$ cat src/rtl/rotl_pkg.sv
// Shared types for the round-robin rotate scheduler: FSM states and width helpers.
package rotl_pkg;

  typedef enum logic {
    ROTL_IDLE = 1'b0,
    ROTL_LOCK = 1'b1
  } rotl_sched_state_t;

  function automatic int shift_w(input int d_width);
    return $clog2(d_width);
  endfunction

  function automatic int id_w(input int n_req);
    return $clog2(n_req);
  endfunction

endpackage

$ cat src/rtl/rotl_core.sv
// Combinational log-stage left rotator: stage s rotates by 2**s when shift bit s is set.
module rotl_core import rotl_pkg::*; #(
  parameter int D_WIDTH = 64
) (
  input  logic [D_WIDTH-1:0]          data_i,
  input  logic [shift_w(D_WIDTH)-1:0] shift_i,
  output logic [D_WIDTH-1:0]          data_o
);

  localparam int SW = shift_w(D_WIDTH);

  logic [D_WIDTH-1:0] stage [SW+1];

  assign stage[0] = data_i;

  for (genvar s = 0; s < SW; s++) begin : g_stage
    localparam int AMT = 1 << s;
    assign stage[s+1] = shift_i[s] ? {stage[s][D_WIDTH-1-AMT:0], stage[s][D_WIDTH-1 -: AMT]}
                                   : stage[s];
  end

  assign data_o = stage[SW];

endmodule

$ cat src/rtl/rotl_sched.sv
// Round-robin scheduler sharing one rotl_core among N_REQ requesters, registered response.
// Define ROTL_SCHED_BURST_EN to let an owner hold the grant for up to MAX_BURST beats.
module rotl_sched import rotl_pkg::*; #(
  parameter int D_WIDTH   = 64,
  parameter int N_REQ     = 4,
  parameter int MAX_BURST = 4
) (
  input  logic                                clk_i,
  input  logic                                rst_i,
  input  logic [N_REQ*D_WIDTH-1:0]            req_data_i,
  input  logic [N_REQ*$clog2(D_WIDTH)-1:0]    req_shift_i,
  input  logic [N_REQ-1:0]                    req_valid_i,
  output logic [N_REQ-1:0]                    req_ready_o,
  output logic [D_WIDTH-1:0]                  rsp_data_o,
  output logic [$clog2(N_REQ)-1:0]            rsp_id_o,
  output logic                                rsp_valid_o,
  input  logic                                rsp_ready_i
);

  localparam int SW = shift_w(D_WIDTH);
  localparam int IW = id_w(N_REQ);

  logic [IW-1:0]      last_q;
  logic [IW-1:0]      rr_idx;
  logic [IW-1:0]      grant_idx;
  logic               rr_found;
  logic               grant_valid;
  logic               out_free;
  logic               accept;
  logic [SW-1:0]      sel_shift;
  logic [D_WIDTH-1:0] sel_data;
  logic [D_WIDTH-1:0] rot_data;

  assign out_free = !rsp_valid_o || rsp_ready_i;
  assign accept   = grant_valid && out_free && !rst_i;

  // Search starts one past the last winner and wraps, so every requester waits at most N_REQ-1 beats.
  always_comb begin
    // NOTE: every always_comb output gets a default first so no path can infer a latch.
    rr_found = 1'b0;
    rr_idx   = '0;
    for (int k = 1; k <= N_REQ; k++) begin
      if (!rr_found && req_valid_i[(int'(last_q) + k) % N_REQ]) begin
        rr_found = 1'b1;
        rr_idx   = IW'((int'(last_q) + k) % N_REQ);
      end
    end
  end

`ifdef ROTL_SCHED_BURST_EN
  localparam int CW = $clog2(MAX_BURST + 1);

  rotl_sched_state_t state_q, state_d;
  logic [CW-1:0]     cnt_q, cnt_d;
  logic [IW-1:0]     owner_q, owner_d;
  logic              owner_hold;

  assign owner_hold  = (state_q == ROTL_LOCK) && req_valid_i[owner_q];
  assign grant_valid = owner_hold || rr_found;
  assign grant_idx   = owner_hold ? owner_q : rr_idx;

  // An owner dropping valid releases the lock in the same cycle; round robin then picks the beat.
  always_comb begin
    state_d = state_q;
    cnt_d   = cnt_q;
    owner_d = owner_q;
    if (accept) begin
      if (owner_hold) begin
        cnt_d = cnt_q + 1'b1;
        if (cnt_d == CW'(MAX_BURST)) state_d = ROTL_IDLE;
      end else begin
        owner_d = rr_idx;
        cnt_d   = CW'(1);
        state_d = (MAX_BURST > 1) ? ROTL_LOCK : ROTL_IDLE;
      end
    end else if (out_free) begin
      state_d = ROTL_IDLE;
    end
  end

  always_ff @(posedge clk_i or posedge rst_i) begin
    if (rst_i) begin
      state_q <= ROTL_IDLE;
      cnt_q   <= '0;
      owner_q <= '0;
    end else begin
      state_q <= state_d;
      cnt_q   <= cnt_d;
      owner_q <= owner_d;
    end
  end
`else
  assign grant_valid = rr_found;
  assign grant_idx   = rr_idx;
`endif

  always_comb begin
    req_ready_o = '0;
    if (accept) req_ready_o[grant_idx] = 1'b1;
  end

  assign sel_data  = req_data_i[grant_idx*D_WIDTH +: D_WIDTH];
  assign sel_shift = req_shift_i[grant_idx*SW +: SW];

  rotl_core #(.D_WIDTH(D_WIDTH)) u_core (
    .data_i  (sel_data),
    .shift_i (sel_shift),
    .data_o  (rot_data)
  );

  // NOTE: state registers use non-blocking assignments so every flop samples pre-edge values.
  always_ff @(posedge clk_i or posedge rst_i) begin
    if (rst_i) begin
      last_q      <= IW'(N_REQ - 1);
      rsp_valid_o <= 1'b0;
      rsp_data_o  <= '0;
      rsp_id_o    <= '0;
    end else begin
      if (accept) last_q <= grant_idx;
      if (out_free) begin
        rsp_valid_o <= accept;
        if (accept) begin
          rsp_data_o <= rot_data;
          rsp_id_o   <= grant_idx;
        end
      end
    end
  end

endmodule

$ cat config.mk
export PLATFORM = sky130hd
export DESIGN_NAME = rotl_sched
export DESIGN_NICKNAME = d
export VERILOG_FILES = /design/src/rtl/rotl_pkg.sv /design/src/rtl/rotl_core.sv /design/src/rtl/rotl_sched.sv
export SDC_FILE = /design/constraint.sdc
export NUM_CORES = 1
export LEC_CHECK = 0
export ABC_AREA = 1
export ABC_CLOCK_PERIOD_IN_PS = 8000
export BUFFER_PORTS_ARGS = -buffer_cell sky130_fd_sc_hd__buf_2
export CAP_MARGIN = 0
export CORE_AREA = 3 3 173 175
export CTS_BUF_LIST = sky130_fd_sc_hd__clkbuf_8 sky130_fd_sc_hd__clkbuf_16
export CTS_CLUSTER_SIZE = 24
export DETAILED_ROUTE_END_ITERATION = 8
export DIE_AREA = 0 0 176 178
export PLACE_DENSITY = 0.66
export SLEW_MARGIN = 30
export SYNTH_ARGS = -nofsm -noshare
export SYNTH_HDL_FRONTEND = slang
export SYNTH_SLANG_ARGS = --single-unit
$ cat constraint.sdc
create_clock -name clk_i -period 8 [get_ports clk_i]
set_input_delay 1.2 -clock clk_i [delete_from_list [all_inputs] [get_ports clk_i]]
set_output_delay 1.2 -clock clk_i [all_outputs]
set_load 0.03 [all_outputs]
==> impl_results.md <==
* Nets at 2416
* Worst min-delay path class: reg2reg
* Crit. End Element: flip-flop
* FFs w/ async S/R, synth at 100.0%
* Register area share after synthesis at 17.38%
* Dpl ws at 2.842 ns
* CP Launch Type: primary input
* Most used DFF post-synth: dfrtp_1
* RSZ-0062 raised after global routing: false
* Post-layout util at between 40% and 50%
* Die Span Y at about 180 um
* Synth warn at 0
* #FFs+latches synth at 69
* Critical path's largest stage delay at slightly above 0.5 ns
* Worst r2r path cells at 22
* Hold Vio Cnt, Final at 0
* Mean Syn Cell Area at 5.263 sq um
* Layout cells sized above 1 at 19.59%
* # port buffers at around 360
* Antenna cells at 0
* Post-Syn Nets at 2177
* Layout Skew at 0.008900 ns
* Synth area leader: nand3_1
* DP Wirelength at ~38000 um
* CTS tree: built
* Top-count cell post-synth: nand3_1
* Row cnt at 62
* Final setup viols at 0
* Status: completed
* GRT Residual Overflow at 0
* Wirelength per Cell at roughly 19 um
* Critical-path cell list: buf_2 > nand2_1 > nand2_1 > nand2_1 > nand2_1 > inv_1 > nand2_1 > nor2_2 > nand2_4 > nand2_4 > nand2_1 > o21ai_1 > nand2_1 > nand2_2 > buf_4 > nand3_1 > nand3_1 > nand3_1 > nand3_1 > nand3_1 > nand3_1 > nand2_1
* CORE AREA at 0.02863 sq mm
* CP Data Required Time at ~8.2 ns
* Post-CTS sizing at 0
* Stages on worst setup path at 22
* DRT iter0 DRCs at 1698
* R2r setup slk at 3.43 ns
* Crit path to: rsp_data_o[46]
* TritonCTS buffer count at 9
* Number of max-cap violations at 0
* Clock Path Buffers at 2
* Fin worst setup slack at roughly 3.2 ns
* H-tree depth at 3
* Most frequent cells after synthesis: nand3_1 (842), nand2_1 (771), buf_2 (99)
* DR pass1 iterations at 7
* Clk slew on worst S/H paths at 0.06 ns
* Total number of vias at 14250
* Worst Max-Slew Pin Slew at 0.7866 ns
* Worst rel slew slack at 47.56%
* Crit. Startpoint: req_valid_i[2]
* Global placement routability congestion at 1.018
* P&R area growth vs syn at 19.76%
* # IOs at approximately 360
* Clk sink count at 69
* Cell Area, Synth at 0.009947 sq mm
* Critical path's top delay family: simple AND/OR/NAND/NOR gates
* Critical path class: in2reg
* Most used cell along the critical path: nand2_1
* Vias per inst at roughly 5.7
* Post-synth top area share at about 42%
* DRC at 0
* CTS hold repair buffers at 0
* Clock Latency Late Sink at 0.34 ns
* CP max FO at 43
* Worst R2R Start: last_q[0]
* Critical path arrival at 4.98 ns
* RR Endpoint: rsp_data_o[46]
* Post-CTS Setup Bufs at 0
* Setup TNS Final at 0 ns
* Max Fclk at ~0.21 GHz
* Final WL at around 50000 um
* Die area at about 0.031 sq mm
* Minimum clock period at 4.754 ns
* Synth Instances at 1890
* Antenna-violating nets left at 0
* Initial antenna violation count at 0
* Final slew viol count at 0
* Die width at 176 um
* Yosys cell types at 26
* Largest net degree at the start of global routing at 109
* EDFF count, synth at 0
* Final Cycle Share at 59.43%
* CTS root buf: clkbuf_16
* Number of global-route vias before repair at 13110
* Global-route wire length before repair at 74620 um
* GRT Overall Usage at 30.22%
* Starting Density at 34.75%
* Critical-path top delay cell: buf_4
* Largest cells by area after synthesis: nand3_1 (42%), nand2_1 (29%), dfrtp_1 (17%)
* Fill cell count at ~3200
* Critical path buffers and inverters at 3
## cells by family (layout without fill, tap and decap cells)
logic type | after synthesis | count (layout) | share of synthesized area [%]
AND/OR/NAND/NOR | 1638 | 1638 | 73.06
buffers and inverters | 174 | 418 | 8.868
flip-flops | 69 | 69 | 17.38
AO/OA/AOI/OAI | 9 | 9 | 0.6917
## layout by cell type (no fill, tap or decap), drive strengths merged
cell type / instances
clkbuf: 9
nand2: 777
nor3: 1
o21ai: 4
inv: 30
buf: 375
a221oi: 1
nand3: 843
o211ai: 1
a21oi: 1
a22oi: 1
clkinvlp: 1
dfrtp: 67
nor2: 13
dfstp: 2
nand4: 4
a22o: 1
clkinv: 3
## sequential cells by signal (all words and copies together) (netlist names)
name	flops
rsp_id_o	2
rsp_data_o	64
rsp_valid_o	1
last_q	2
## worst min path at each step
| stage | from | endpoint | depth (start not counted) |
|---|---|---|---|
| 6_report | rsp_data_o[42] | rsp_data_o[42] | 2 |
| 5_1_grt | rsp_data_o[10] | rsp_data_o[10] | 2 |
| 4_1_cts | rsp_data_o[52] | rsp_data_o[52] | 2 |
| 3_5_place_dp | rsp_data_o[52] | rsp_data_o[52] | 2 |
| 3_3_place_gp | rsp_id_o[0] | rsp_id_o[0] | 2 |
| 2_1_floorplan | last_q[1] | last_q[1] | 2 |
## through the flow
stage | std cells | hold slack, ns | instance area (sq um)
final | 2518 | 0.4770 | 11910
after global routing | 2518 | 0.4928 | 11910
after CTS | 2518 | 0.4791 | 11900
after detailed placement | 2502 | 0.4617 | 11610
after global placement | 2502 | 0.4589 | 11610
after floorplan | 1890 | 0.5959 | 9947
## worst register-to-register path: cells and delay by family, from the launching register on
family,cells,cell delay (ns)
AOI/OAI and AO/OA,1,0.10
and+or+nand+nor,18,3.03
buffers and inverters,3,0.71
DFF,1,0.62
## cell type report
| class | instances | area [sq um] | share of cell area (%) |
|---|---|---|---|
| multi-input combinational | 1647 | 7376 | 61.92 |
| tap | 384 | 480.5 | 4.033 |
| sequential | 69 | 1729 | 14.52 |
| timing repair buffer | 375 | 1937 | 16.26 |
| clock inverter | 7 | 58.81 | 0.4936 |
| inverter | 27 | 106.4 | 0.8928 |
| clock buffer | 9 | 225.2 | 1.891 |
## layer usage
metal	part of all wire, %	routed length, um	global-route usage [%]
met2	47	23250	51.64
met4	3.8	1880	9.997
met3	8.1	3967	4.300
met1	41	19850	39.27
met5	0	0	0
Power is left out: the tool's default activity adds up to more than one toggle a clock period on the data nets, which glitch-free logic cannot reach.
